## config.mk

```make
export PLATFORM = sky130hd
export DESIGN_NAME = alu_nibble_sequencer_flat
export DESIGN_NICKNAME = d
export VERILOG_FILES = /design/src/rtl/alu_nibble_sequencer_if.sv /design/src/rtl/alu_nibble_sequencer.sv /design/src/flat_wrapper.sv
export SDC_FILE = /design/constraint.sdc
export NUM_CORES = 1
export LEC_CHECK = 0
export BUFFER_PORTS_ARGS = -buffer_cell sky130_fd_sc_hd__buf_4
export CELL_PAD_IN_SITES_DETAIL_PLACEMENT = 1
export CELL_PAD_IN_SITES_GLOBAL_PLACEMENT = 1
export CORE_MARGIN = 4
export CORE_UTILIZATION = 38
export DETAILED_ROUTE_END_ITERATION = 10
export GPL_ROUTABILITY_DRIVEN = 0
export PLACE_DENSITY_LB_ADDON = 0.12
export SLEW_MARGIN = 20
export SYNTH_ARGS = -nofsm -noshare
export SYNTH_HDL_FRONTEND = slang
export SYNTH_SLANG_ARGS = --single-unit
```

## constraint.sdc

```tcl
create_clock -name clk -period 1.7 [get_ports clk]
set_input_delay 0.17 -clock clk [delete_from_list [all_inputs] [get_ports clk]]
set_output_delay 0.17 -clock clk [all_outputs]
set_load 0.03 [all_outputs]
```

## src/rtl/alu_nibble_sequencer_if.sv

```systemverilog
// Bundle of the upstream request, downstream result and 74181 slice signals
// around alu_nibble_sequencer; slave is the sequencer side, master the surroundings.
interface alu_nibble_sequencer_if #(
  parameter int WIDTH = 8
);
  logic             in_valid;
  logic             in_ready;
  logic [WIDTH-1:0] in_a;
  logic [WIDTH-1:0] in_b;
  logic [3:0]       in_s;
  logic             in_m;
  logic             in_cn_n;

  logic             out_valid;
  logic             out_ready;
  logic [WIDTH-1:0] out_f;
  logic             out_cout_n;
  logic             out_aeqb;

  logic [3:0]       alu_a;
  logic [3:0]       alu_b;
  logic [3:0]       alu_s;
  logic             alu_m;
  logic             alu_cn_n;
  logic [3:0]       alu_f;
  logic             alu_cn4_n;
  logic             alu_aeqb;

  modport slave (
    input  in_valid, in_a, in_b, in_s, in_m, in_cn_n,
    output in_ready,
    output out_valid, out_f, out_cout_n, out_aeqb,
    input  out_ready,
    output alu_a, alu_b, alu_s, alu_m, alu_cn_n,
    input  alu_f, alu_cn4_n, alu_aeqb
  );

  modport master (
    output in_valid, in_a, in_b, in_s, in_m, in_cn_n,
    input  in_ready,
    input  out_valid, out_f, out_cout_n, out_aeqb,
    output out_ready,
    input  alu_a, alu_b, alu_s, alu_m, alu_cn_n,
    output alu_f, alu_cn4_n, alu_aeqb
  );
endinterface

```

## src/rtl/alu_nibble_sequencer.sv

```systemverilog
// Runs a WIDTH-bit operation through one external 4-bit 74181 slice, LSB nibble
// first, chaining the active-low carry through a register between passes.
module alu_nibble_sequencer #(
  parameter int WIDTH = 8
) (
  input logic                  clk,
  input logic                  rst,
  alu_nibble_sequencer_if.slave bus
);
  localparam int NIBBLES = WIDTH / 4;
  localparam int IDX_W   = (NIBBLES > 1) ? $clog2(NIBBLES) : 1;
  localparam logic [IDX_W-1:0] IDX_LAST = IDX_W'(NIBBLES - 1);

  localparam logic [1:0] ST_IDLE = 2'd0;
  localparam logic [1:0] ST_RUN  = 2'd1;
  localparam logic [1:0] ST_DONE = 2'd2;

  logic [1:0]              state_reg, state_next;
  logic [IDX_W-1:0]        idx_reg;
  logic                    carry_reg;
  logic                    aeqb_reg;
  logic [NIBBLES-1:0][3:0] f_reg;
  logic [NIBBLES-1:0][3:0] a_reg;
  logic [NIBBLES-1:0][3:0] b_reg;
  logic [3:0]              s_reg;
  logic                    m_reg;

  logic idle, running, done, accept, last_pass;

  assign idle      = (state_reg == ST_IDLE);
  assign running   = (state_reg == ST_RUN);
  assign done      = (state_reg == ST_DONE);
  assign accept    = idle & bus.in_valid;
  assign last_pass = running & (idx_reg == IDX_LAST);

  always_comb begin
    state_next = state_reg;
    case (state_reg)
      ST_IDLE: if (bus.in_valid)  state_next = ST_RUN;
      ST_RUN:  if (last_pass)     state_next = ST_DONE;
      ST_DONE: if (bus.out_ready) state_next = ST_IDLE;
      default:                    state_next = ST_IDLE;
    endcase
  end

  always_ff @(posedge clk or posedge rst) begin
    if (rst) begin
      state_reg <= ST_IDLE;
      idx_reg   <= '0;
      carry_reg <= 1'b1;
      aeqb_reg  <= 1'b0;
      f_reg     <= '0;
      a_reg     <= '0;
      b_reg     <= '0;
      s_reg     <= '0;
      m_reg     <= 1'b0;
    end else begin
      state_reg <= state_next;
      if (accept) begin
        a_reg     <= bus.in_a;
        b_reg     <= bus.in_b;
        s_reg     <= bus.in_s;
        m_reg     <= bus.in_m;
        carry_reg <= bus.in_cn_n;
        idx_reg   <= '0;
        aeqb_reg  <= 1'b1;
        f_reg     <= '0;
      end else if (running) begin
        // Carry is chained in logic mode too; the slice ignores Cn when M=1.
        f_reg[idx_reg] <= bus.alu_f;
        carry_reg      <= bus.alu_cn4_n;
        aeqb_reg       <= aeqb_reg & bus.alu_aeqb;
        idx_reg        <= last_pass ? '0 : idx_reg + 1'b1;
      end
    end
  end

  assign bus.in_ready   = idle;
  assign bus.out_valid  = done;
  assign bus.out_f      = done ? f_reg : '0;
  assign bus.out_cout_n = done ? carry_reg : 1'b1;
  assign bus.out_aeqb   = done ? aeqb_reg : 1'b0;

  // The slice sees all-zero inputs whenever no pass is in progress.
  assign bus.alu_a    = running ? a_reg[idx_reg] : 4'h0;
  assign bus.alu_b    = running ? b_reg[idx_reg] : 4'h0;
  assign bus.alu_s    = running ? s_reg : 4'h0;
  assign bus.alu_m    = running ? m_reg : 1'b0;
  assign bus.alu_cn_n = running ? carry_reg : 1'b0;
endmodule
```

## src/flat_wrapper.sv

```systemverilog
// flat-port wrapper written by rule: the top's interface ports become plain ports
module alu_nibble_sequencer_flat 
#(
  parameter int WIDTH = 8
)
  (clk, rst, bus_in_valid, bus_in_a, bus_in_b, bus_in_s, bus_in_m, bus_in_cn_n, bus_in_ready, bus_out_valid, bus_out_f, bus_out_cout_n, bus_out_aeqb, bus_out_ready, bus_alu_a, bus_alu_b, bus_alu_s, bus_alu_m, bus_alu_cn_n, bus_alu_f, bus_alu_cn4_n, bus_alu_aeqb);
  alu_nibble_sequencer_if #(.WIDTH(WIDTH)) bus_i ();
  input logic clk;
  input logic rst;
  input wire logic [$bits(bus_i.in_valid)-1:0] bus_in_valid;
  input wire logic [$bits(bus_i.in_a)-1:0] bus_in_a;
  input wire logic [$bits(bus_i.in_b)-1:0] bus_in_b;
  input wire logic [$bits(bus_i.in_s)-1:0] bus_in_s;
  input wire logic [$bits(bus_i.in_m)-1:0] bus_in_m;
  input wire logic [$bits(bus_i.in_cn_n)-1:0] bus_in_cn_n;
  output wire logic [$bits(bus_i.in_ready)-1:0] bus_in_ready;
  output wire logic [$bits(bus_i.out_valid)-1:0] bus_out_valid;
  output wire logic [$bits(bus_i.out_f)-1:0] bus_out_f;
  output wire logic [$bits(bus_i.out_cout_n)-1:0] bus_out_cout_n;
  output wire logic [$bits(bus_i.out_aeqb)-1:0] bus_out_aeqb;
  input wire logic [$bits(bus_i.out_ready)-1:0] bus_out_ready;
  output wire logic [$bits(bus_i.alu_a)-1:0] bus_alu_a;
  output wire logic [$bits(bus_i.alu_b)-1:0] bus_alu_b;
  output wire logic [$bits(bus_i.alu_s)-1:0] bus_alu_s;
  output wire logic [$bits(bus_i.alu_m)-1:0] bus_alu_m;
  output wire logic [$bits(bus_i.alu_cn_n)-1:0] bus_alu_cn_n;
  input wire logic [$bits(bus_i.alu_f)-1:0] bus_alu_f;
  input wire logic [$bits(bus_i.alu_cn4_n)-1:0] bus_alu_cn4_n;
  input wire logic [$bits(bus_i.alu_aeqb)-1:0] bus_alu_aeqb;
  assign bus_i.in_valid = bus_in_valid;
  assign bus_i.in_a = bus_in_a;
  assign bus_i.in_b = bus_in_b;
  assign bus_i.in_s = bus_in_s;
  assign bus_i.in_m = bus_in_m;
  assign bus_i.in_cn_n = bus_in_cn_n;
  assign bus_in_ready = bus_i.in_ready;
  assign bus_out_valid = bus_i.out_valid;
  assign bus_out_f = bus_i.out_f;
  assign bus_out_cout_n = bus_i.out_cout_n;
  assign bus_out_aeqb = bus_i.out_aeqb;
  assign bus_i.out_ready = bus_out_ready;
  assign bus_alu_a = bus_i.alu_a;
  assign bus_alu_b = bus_i.alu_b;
  assign bus_alu_s = bus_i.alu_s;
  assign bus_alu_m = bus_i.alu_m;
  assign bus_alu_cn_n = bus_i.alu_cn_n;
  assign bus_i.alu_f = bus_alu_f;
  assign bus_i.alu_cn4_n = bus_alu_cn4_n;
  assign bus_i.alu_aeqb = bus_alu_aeqb;
  alu_nibble_sequencer #(.WIDTH(WIDTH)) u_core (.clk(clk), .rst(rst), .bus(bus_i));
endmodule
```

Yosys cells after proc, flatten, opt, wreduce, memory -nomap -nowiden:

Index checks and enable logic that the tools add are counted.

* memories: 0
* register bits after elaboration: 34
* bits in read-only memories: 0
* output and inout bits: 26
* RAM bits: 0
* word-level logic and storage cells: 55
* bits in latches: 0

* bitwise operators: 3
* magnitude comparators: 2
* $mul: 0
* div/mod/pow operators: 0
* reduce and logical (&&, ||, !) cells: 4
* equal/unequal tests: 5
* mux-type cells: 28
* shifts and indexed selects: 0
* add/sub/neg operators: 1

Operator list (number)
* 4-bit two-way mux: 8
* 8-bit two-way mux: 3
* 1-bit two-way mux: 11
* 8-bit bitwise mux: 1
* 2-bit two-way mux: 3
* 2-bit inequality test, second input constant: 3
* 2-bit one-hot mux with 3 select lines: 1
* 4-bit demux with 1-bit select: 1
* 1-bit bitwise AND: 3
* 3-bit AND reduction: 1
* 2-bit by 1-bit == test with 1-bit output, second input constant: 1
* 2-bit == test, second input constant: 1
* 2-bit logical NOT: 1
* 1-bit by 2-bit less-than comparator with 1-bit output, second input constant: 1
* 2-bit nonzero test: 1
* 1-bit adder, second input constant: 1
* 1-bit >= comparator, second input constant: 1
* 1-bit logical AND: 1

Longest topological paths before layout:

Gate-level depths: netlist of the first run.

* word-level depth: 7
* depth in mapped cells: 4
* depth with buffers taken out: 3

Least setup slack after synthesis of the first run:

Ideal clock, no wire load.

* path type: register -> register
* start: register u_core.state_reg[1]
* end: register u_core.a_reg[0] (netlist bit)
* stages on the path, launching flop included: 5
* library setup time: 0.125 ns
* data arrival time: 1.439 ns
* setup slack: 0.136 ns
* cell sequence: dfrtp_1 nor2_2 and2_4 buf_6 mux2_4

* word-level cells in the longest chain between the ends: 2

RTL lines
* start: declaration: line alu_nibble_sequencer.sv:18 `logic [1:0] state_reg, state_next;`
* start signal: assignment: line alu_nibble_sequencer.sv:58 `state_reg <= state_next;`
* 2-bit logical NOT: line alu_nibble_sequencer.sv:30 `assign idle = (state_reg == ST_IDLE);`
* named net bus_in_ready: line flat_wrapper.sv:16 `output wire logic [$bits(bus_i.in_ready)-1:0] bus_in_ready;`
* 1-bit bitwise AND: line alu_nibble_sequencer.sv:33 `assign accept = idle & bus.in_valid;`
* end signal: assignment: line alu_nibble_sequencer.sv:60 `a_reg <= bus.in_a;`
* end: declaration: line alu_nibble_sequencer.sv:23 `logic [NIBBLES-1:0][3:0] a_reg;`

The timed path passes the listed nets, and every way through them passes these cells.
A chain may end at the register's enable or synchronous reset.

Final worst setup path of the first run:

* start: register u_core.state_reg[1]
* end: output bus_out_f[0]

* word-level cells in the longest chain between the ends: 2

RTL lines
* 2-bit == test: line alu_nibble_sequencer.sv:32 `assign done = (state_reg == ST_DONE);`
* 8-bit two-way mux: line alu_nibble_sequencer.sv:80 `assign bus.out_f = done ? f_reg : '0;`
* end: declaration: line flat_wrapper.sv:18 `output wire logic [$bits(bus_i.out_f)-1:0] bus_out_f;`

Every way passes these cells.

==> results_dict.tcl, run 1 <==
set metrics [dict create \
    status "finished with violations" \
    violations "hold timing" \
    drive_gt1_share_pct 46.9 \
    cellPowerDensity_nw_per_um2 2020 \
    hold_viol 26 \
    maxCapViolations 0 \
    ff2ff_path_depth 4 \
    path_class "register to output pin" \
    regArea_um2 853 \
    r2r_end "u_core.b_reg[5]$_DFFE_PP0P_" \
    r2r_slack_ps 200 \
    root_buffer "clkbuf_8" \
    grt_pass1_vias 1387 \
    dpl.cell_count 253 \
    crit_start "u_core.state_reg[1]$_DFFE_PP0P_" \
    routedWlPerCell_um 15.9 \
    coreArea_um2 4140 \
    syn_to_final_growth_pct 36.8 \
    start_util_pct 40.8 \
    dieArea_um2 5580 \
    maxSlewHeadroom_pct 69.4 \
    insertion_delay_ps 280 \
    grt_max_degree 35 \
    grt.overflow.total 0 \
    antenna_left 0 \
    synth_most_common_cell "dfrtp_1" \
    multi_input_area_um2 786 \
    rr_startpoint "u_core.state_reg[0]$_DFFE_PP0P_" \
    grt_use_total_pct 16.2 \
    hold_ws_ps -14.9 \
    htree_levels 2 \
    cpMostUsedCell "buf_4" \
    ys_types 23 \
    path_cells "inv_2 > nor2_1 > buf_4 > and2_1 > buf_4" \
    combPwrFrac_pct 53.2 \
    grt_pass1_wl_um 6710 \
    final_max_slew_viol_count 0 \
    fin_area_um2 2310 \
    rsz0062_at_grt "true" \
    die_x_um 74.7 \
    post-route-period-util_pct 94.9 \
    cts_tree "yes" \
    num_rows 23 \
    syn_area_um2 1690 \
    synth_top_cell_area_share_pct 48.9 \
    place_area_um2 2200 \
    clock.fmax_mhz 620 \
    synth.area.top_cells "dfrtp_1 49%, mux2_4 18%, and2_1 5.2%, mux2i_1 4.7%, nand2_1 4.4%" \
    via_per_inst 4.96 \
    drtPass1Iterations 4 \
    min_path_type "input port to asynchronous set/reset pin" \
    slowest_stage "dfrtp_2" \
    totalNegativeSetupSlack_ps 0 \
    synth_seq_cells 34 \
    final-setup-viol-count 0 \
    yosysWarnings 0 \
    clock_skew_ps 5.34 \
    fin_crit_ps 1610 \
    ys_async_sr_fraction_pct 100 \
    worst_setup_path_end_kind "output pin" \
    n_fill_cell 472 \
    p_switching_mw 1.85 \
    synth-edff-count 0 \
    ys_seq_area_share_pct 50.4 \
    max_stage_delay_ps 460 \
    synth.avg_cell_area_um2 11.6 \
    cp_max_fo 11 \
    p_seq_share_pct 31.4 \
    die_y_um 74.7 \
    vias 1295 \
    fin_nets 242 \
    worstMarginPinSlew_ps 459 \
    hold_buffers 0 \
    pwr-share-clk_pct 15.5 \
    cts_buffer_depth 2 \
    dp_hpwl_um 3120 \
    synth_common_cells "33 x dfrtp_1, 20 x mux2_4, 20 x nand2_1" \
    antenna_found_initial 0 \
    critPathRequiredTime_ps 1530 \
    yosysTopAreaCell "dfrtp_1" \
    io_buffers 57 \
    setup_ws_ps 86.7 \
    cts_made_buffers 5 \
    clkSlewWorstSetupHoldPaths_ps 70 \
    irDropWorstVdd_uv 1140 \
    ioPinCount 58 \
    synthFlopType "dfrtp_1" \
    cp-endpoint "bus_out_f[0]" \
    p_leak_nw 1.13 \
    instances_no_fill 261 \
    internal-power_mw 2.82 \
    drtIter0Drc 57 \
    antenna_cells 0 \
    synthCells 146 \
    drc_errors 0 \
    cts.sinks 34 \
    critical_path_arrival_ps 1440 \
    wirelength_um 4150 \
    post-place-ws_ps 202 \
    syn-num-nets 178 \
    critPathLaunchType "register" \
    switching_share_pct 39.6 \
]
stage by stage:
step	utilization (%)	total power, mW	hold WS (ps)
2_1_floorplan	-	3.17	256
3_3_place_gp	53.1	3.88	287
3_5_place_dp	53.1	3.98	310
4_1_cts	55.8	4.73	1.89
5_1_grt	55.8	4.99	26.3
6_report	55.8	4.67	-14.9
layout by cell type (no fill, tap or decap), drive strengths merged, types with 4 or more instances in the layout:
cell type | synthesis | final
mux2i | 8 | 8
nor2 | 12 | 12
buf | 6 | 64
nand3 | 4 | 4
o211ai | 8 | 8
mux2 | 21 | 21
clkbuf | 1 | 7
and2 | 15 | 15
dfrtp | 33 | 33
nand2 | 20 | 20
metal layers:
layer  vias to the layer above  share of wire (%)  track usage (%)
li1                        620                  -                -
met1                       632                 42             20.7
met2                        38                 50             26.4
met3                         5                6.8             4.94
met4                         0               0.84             5.14
met5                         -                  0                0
cell type report:
type                    count  share of cell area (%)
repair buffers             64                    21.3
multi-input cells         102                    34.0
well taps                  50                    2.71
inverters                   3                   0.487
clock buffers               7                    3.30
clock inverters             1                    1.30
flip-flops and latches     34                    36.9
cell families after synthesis:
kind of cell	synth area share, %
AOI/OAI and AO/OA	6.66
and+or+nand+nor	16.4
muxes	23.2
DFF	50.4
buffers and inverters	3.40
worst max-delay path, delay by kind of cell (launching register included):
kind / cells / cell delay, ps
buffers and inverters: 3 / 460
DFF: 1 / 460
and+or+nand+nor: 2 / 230
power groups by stage:
stage               sequential (mW)  clock [mW]  combinational [mW]
CTS                            1.47       0.737                2.53
global placement               1.44           0                2.44
detailed placement             1.47           0                2.51
floorplan                      1.37           0                1.80
global route                   1.52       0.785                2.69
finish                         1.47       0.723                2.48
how the worst min path moves through the flow:
stage,startpoint,end,depth (start not counted)
after floorplan,bus_out_ready,u_core.state_reg[1]$_DFFE_PP0P_,1
after global placement,rst,u_core.f_reg[4]$_DFFE_PP0P_,3
after detailed placement,rst,u_core.f_reg[4]$_DFFE_PP0P_,3
after CTS,rst,u_core.f_reg[0]$_DFFE_PP0P_,3
after global routing,rst,u_core.a_reg[3]$_DFFE_PP0P_,3
final,rst,u_core.a_reg[6]$_DFFE_PP0P_,3
repair_timing:
action,4_1_cts,5_1_grt
pin swaps,0,0
resized for setup,3,1
buffers inserted,0,0
endpoints found under the setup margin,17,21
No activity file was read; power rests on OpenSTA's default activity.
==> run 2: changes to the inputs <==
==> constraint.sdc (replaced) <==
create_clock -name clk -period 1.7 [get_ports clk]
set_input_delay 0.17 -clock clk [delete_from_list [all_inputs] [get_ports clk]]
set_output_delay 0.17 -clock clk [all_outputs]
set_load 0.1 [all_outputs]
==> run 2 against run 1 <==
The flow now finishes without violations. Register-to-register slack worse by 130 ps. Die area unchanged. Setup slack got worse by 29 ps. First-iteration DRC count up 84%. Utilization is 6.0 points higher. Cell count increased by 1.1%. Critical path depth stayed put. Hold slack better by 61 ps. Wire length increased by 15%. Via count up 4.8%. Critical endpoint is now bus_out_aeqb. Largest cell class is now multi-input gates. Highest routed layer unchanged.
==> results_dict.tcl, run 2 (synthesis results as in run 1) <==
set metrics [dict create \
    ff2ff_path_depth 4 \
    rr_startpoint "u_core.state_reg[0]$_DFFE_PP0P_" \
    root_buffer "clkbuf_8" \
    whs_path_depth 2 \
    final_util_pct 61.8 \
    grt.overflow.total 0 \
    cts_buffer_depth 2 \
    path_cells "inv_1 > nor2_1 > buf_6 > and2_1 > buf_12" \
    fin_nets 246 \
    die_y_um 74.7 \
    start_util_pct 40.8 \
    grt_use_total_pct 17.5 \
    worst_setup_path_end_kind "output pin" \
    drc_errors 0 \
    wirelength_um 4790 \
    grt_pass1_wl_um 7230 \
    final_cell_mix "45 x buf_4, 30 x dfrtp_1, 21 x mux2_4" \
    ioPinCount 58 \
    place_area_um2 2260 \
    dp_hpwl_um 3230 \
    maxSlewHeadroom_pct 69.6 \
    clkSlewWorstSetupHoldPaths_ps 70 \
    cts_made_buffers 5 \
    clock_skew_ps 5.86 \
    hold_viol 0 \
    totalNegativeSetupSlack_ps 0 \
    r2r_end "u_core.b_reg[4]$_DFFE_PP0P_" \
    critPathLaunchType "register" \
    htree_levels 2 \
    fin_crit_ps 1640 \
    critPathRequiredTime_ps 1530 \
    antenna_cells 0 \
    die_x_um 74.7 \
    max_stage_delay_ps 420 \
    routedWlPerCell_um 18.1 \
    insertion_delay_ps 290 \
    maxCapViolations 0 \
    syn_to_final_growth_pct 51.5 \
    drtIter0Drc 105 \
    coreArea_um2 4140 \
    antenna_found_initial 0 \
    grt_max_degree 35 \
    num_rows 23 \
    critical_path_arrival_ps 1470 \
    status "complete, no violations" \
    via_per_inst 5.14 \
    drive_gt1_share_pct 59.3 \
    final-setup-viol-count 0 \
    worstMarginPinSlew_ps 456 \
    dieArea_um2 5580 \
    drtPass1Iterations 4 \
    min_path_type "input port to register" \
    cts_tree "yes" \
    fin_area_um2 2560 \
    path_class "register to output pin" \
    final_common_cell "buf_4" \
    cts.sinks 34 \
    slowest_stage "dfrtp_2" \
    r2r_slack_ps 70 \
    min_to "u_core.state_reg[1]$_DFFE_PP0P_" \
    holdCritStartpoint "bus_out_ready" \
    final_max_slew_viol_count 0 \
    grt_pass1_vias 1454 \
    io_buffers 57 \
    antenna_left 0 \
    post-route-period-util_pct 96.6 \
    vias 1357 \
    cp_max_fo 11 \
    clock.fmax_mhz 609 \
]
-- run 2: final cells by class --
class	count	area [µm²]
fill	424	1580
multi-input combinational	102	868
sequential	34	856
timing repair buffer	68	687
clock buffer	7	76.3
tap	50	62.6
inverter	3	11.3
-- run 2: worst max path at each step --
stage / startpoint / slack (ps) / end
2_1_floorplan: u_core.state_reg[1]$_DFFE_PP0P_ / -180 / bus_alu_a[0]
3_3_place_gp: u_core.state_reg[0]$_DFFE_PP0P_ / 200 / u_core.a_reg[2]$_DFFE_PP0P_
3_5_place_dp: u_core.state_reg[0]$_DFFE_PP0P_ / 160 / u_core.b_reg[4]$_DFFE_PP0P_
4_1_cts: u_core.state_reg[1]$_DFFE_PP0P_ / 0.3 / bus_alu_a[0]
5_1_grt: u_core.state_reg[0]$_DFFE_PP0P_ / -1 / bus_alu_s[1]
6_report: u_core.state_reg[1]$_DFFE_PP0P_ / 60 / bus_out_aeqb
-- run 2: layer usage --
metal / part of all wire (%) / global-route usage (%) / routed length [µm]
met1: 39 / 20.7 / 1870
met2: 53 / 30.8 / 2550
met3: 6.8 / 5.34 / 324
met4: 1.1 / 4.74 / 53
met5: 0 / 0 / 0
-- run 2: worst max-delay path, delay by kind of cell (launching register included) --
kind          cells  cell delay [ps]
buf+inv           3              430
flops             1              420
simple gates      2              330
-- run 2: repair_timing --
action	CTS	global route
cloned	0	0
pin swaps	0	0
endpoints found under the setup margin	22	16
hold buffers	1	0
gates resized for setup	14	32
hold endpoints to repair	22	0
setup buffers	4	1
-- run 2: stage by stage --
stage          worst slack, ps  hold WS, ps  instances
2_1_floorplan             -182          256        146
3_3_place_gp               203          287        251
3_5_place_dp               158          309        251
4_1_cts                  0.344         36.9        263
5_1_grt                  -1.32         37.7        264
6_report                  58.1         45.7        264
Power of run 2 is left out: the tool's default activity adds up to more than one toggle a clock period on the data nets, which glitch-free logic cannot reach.
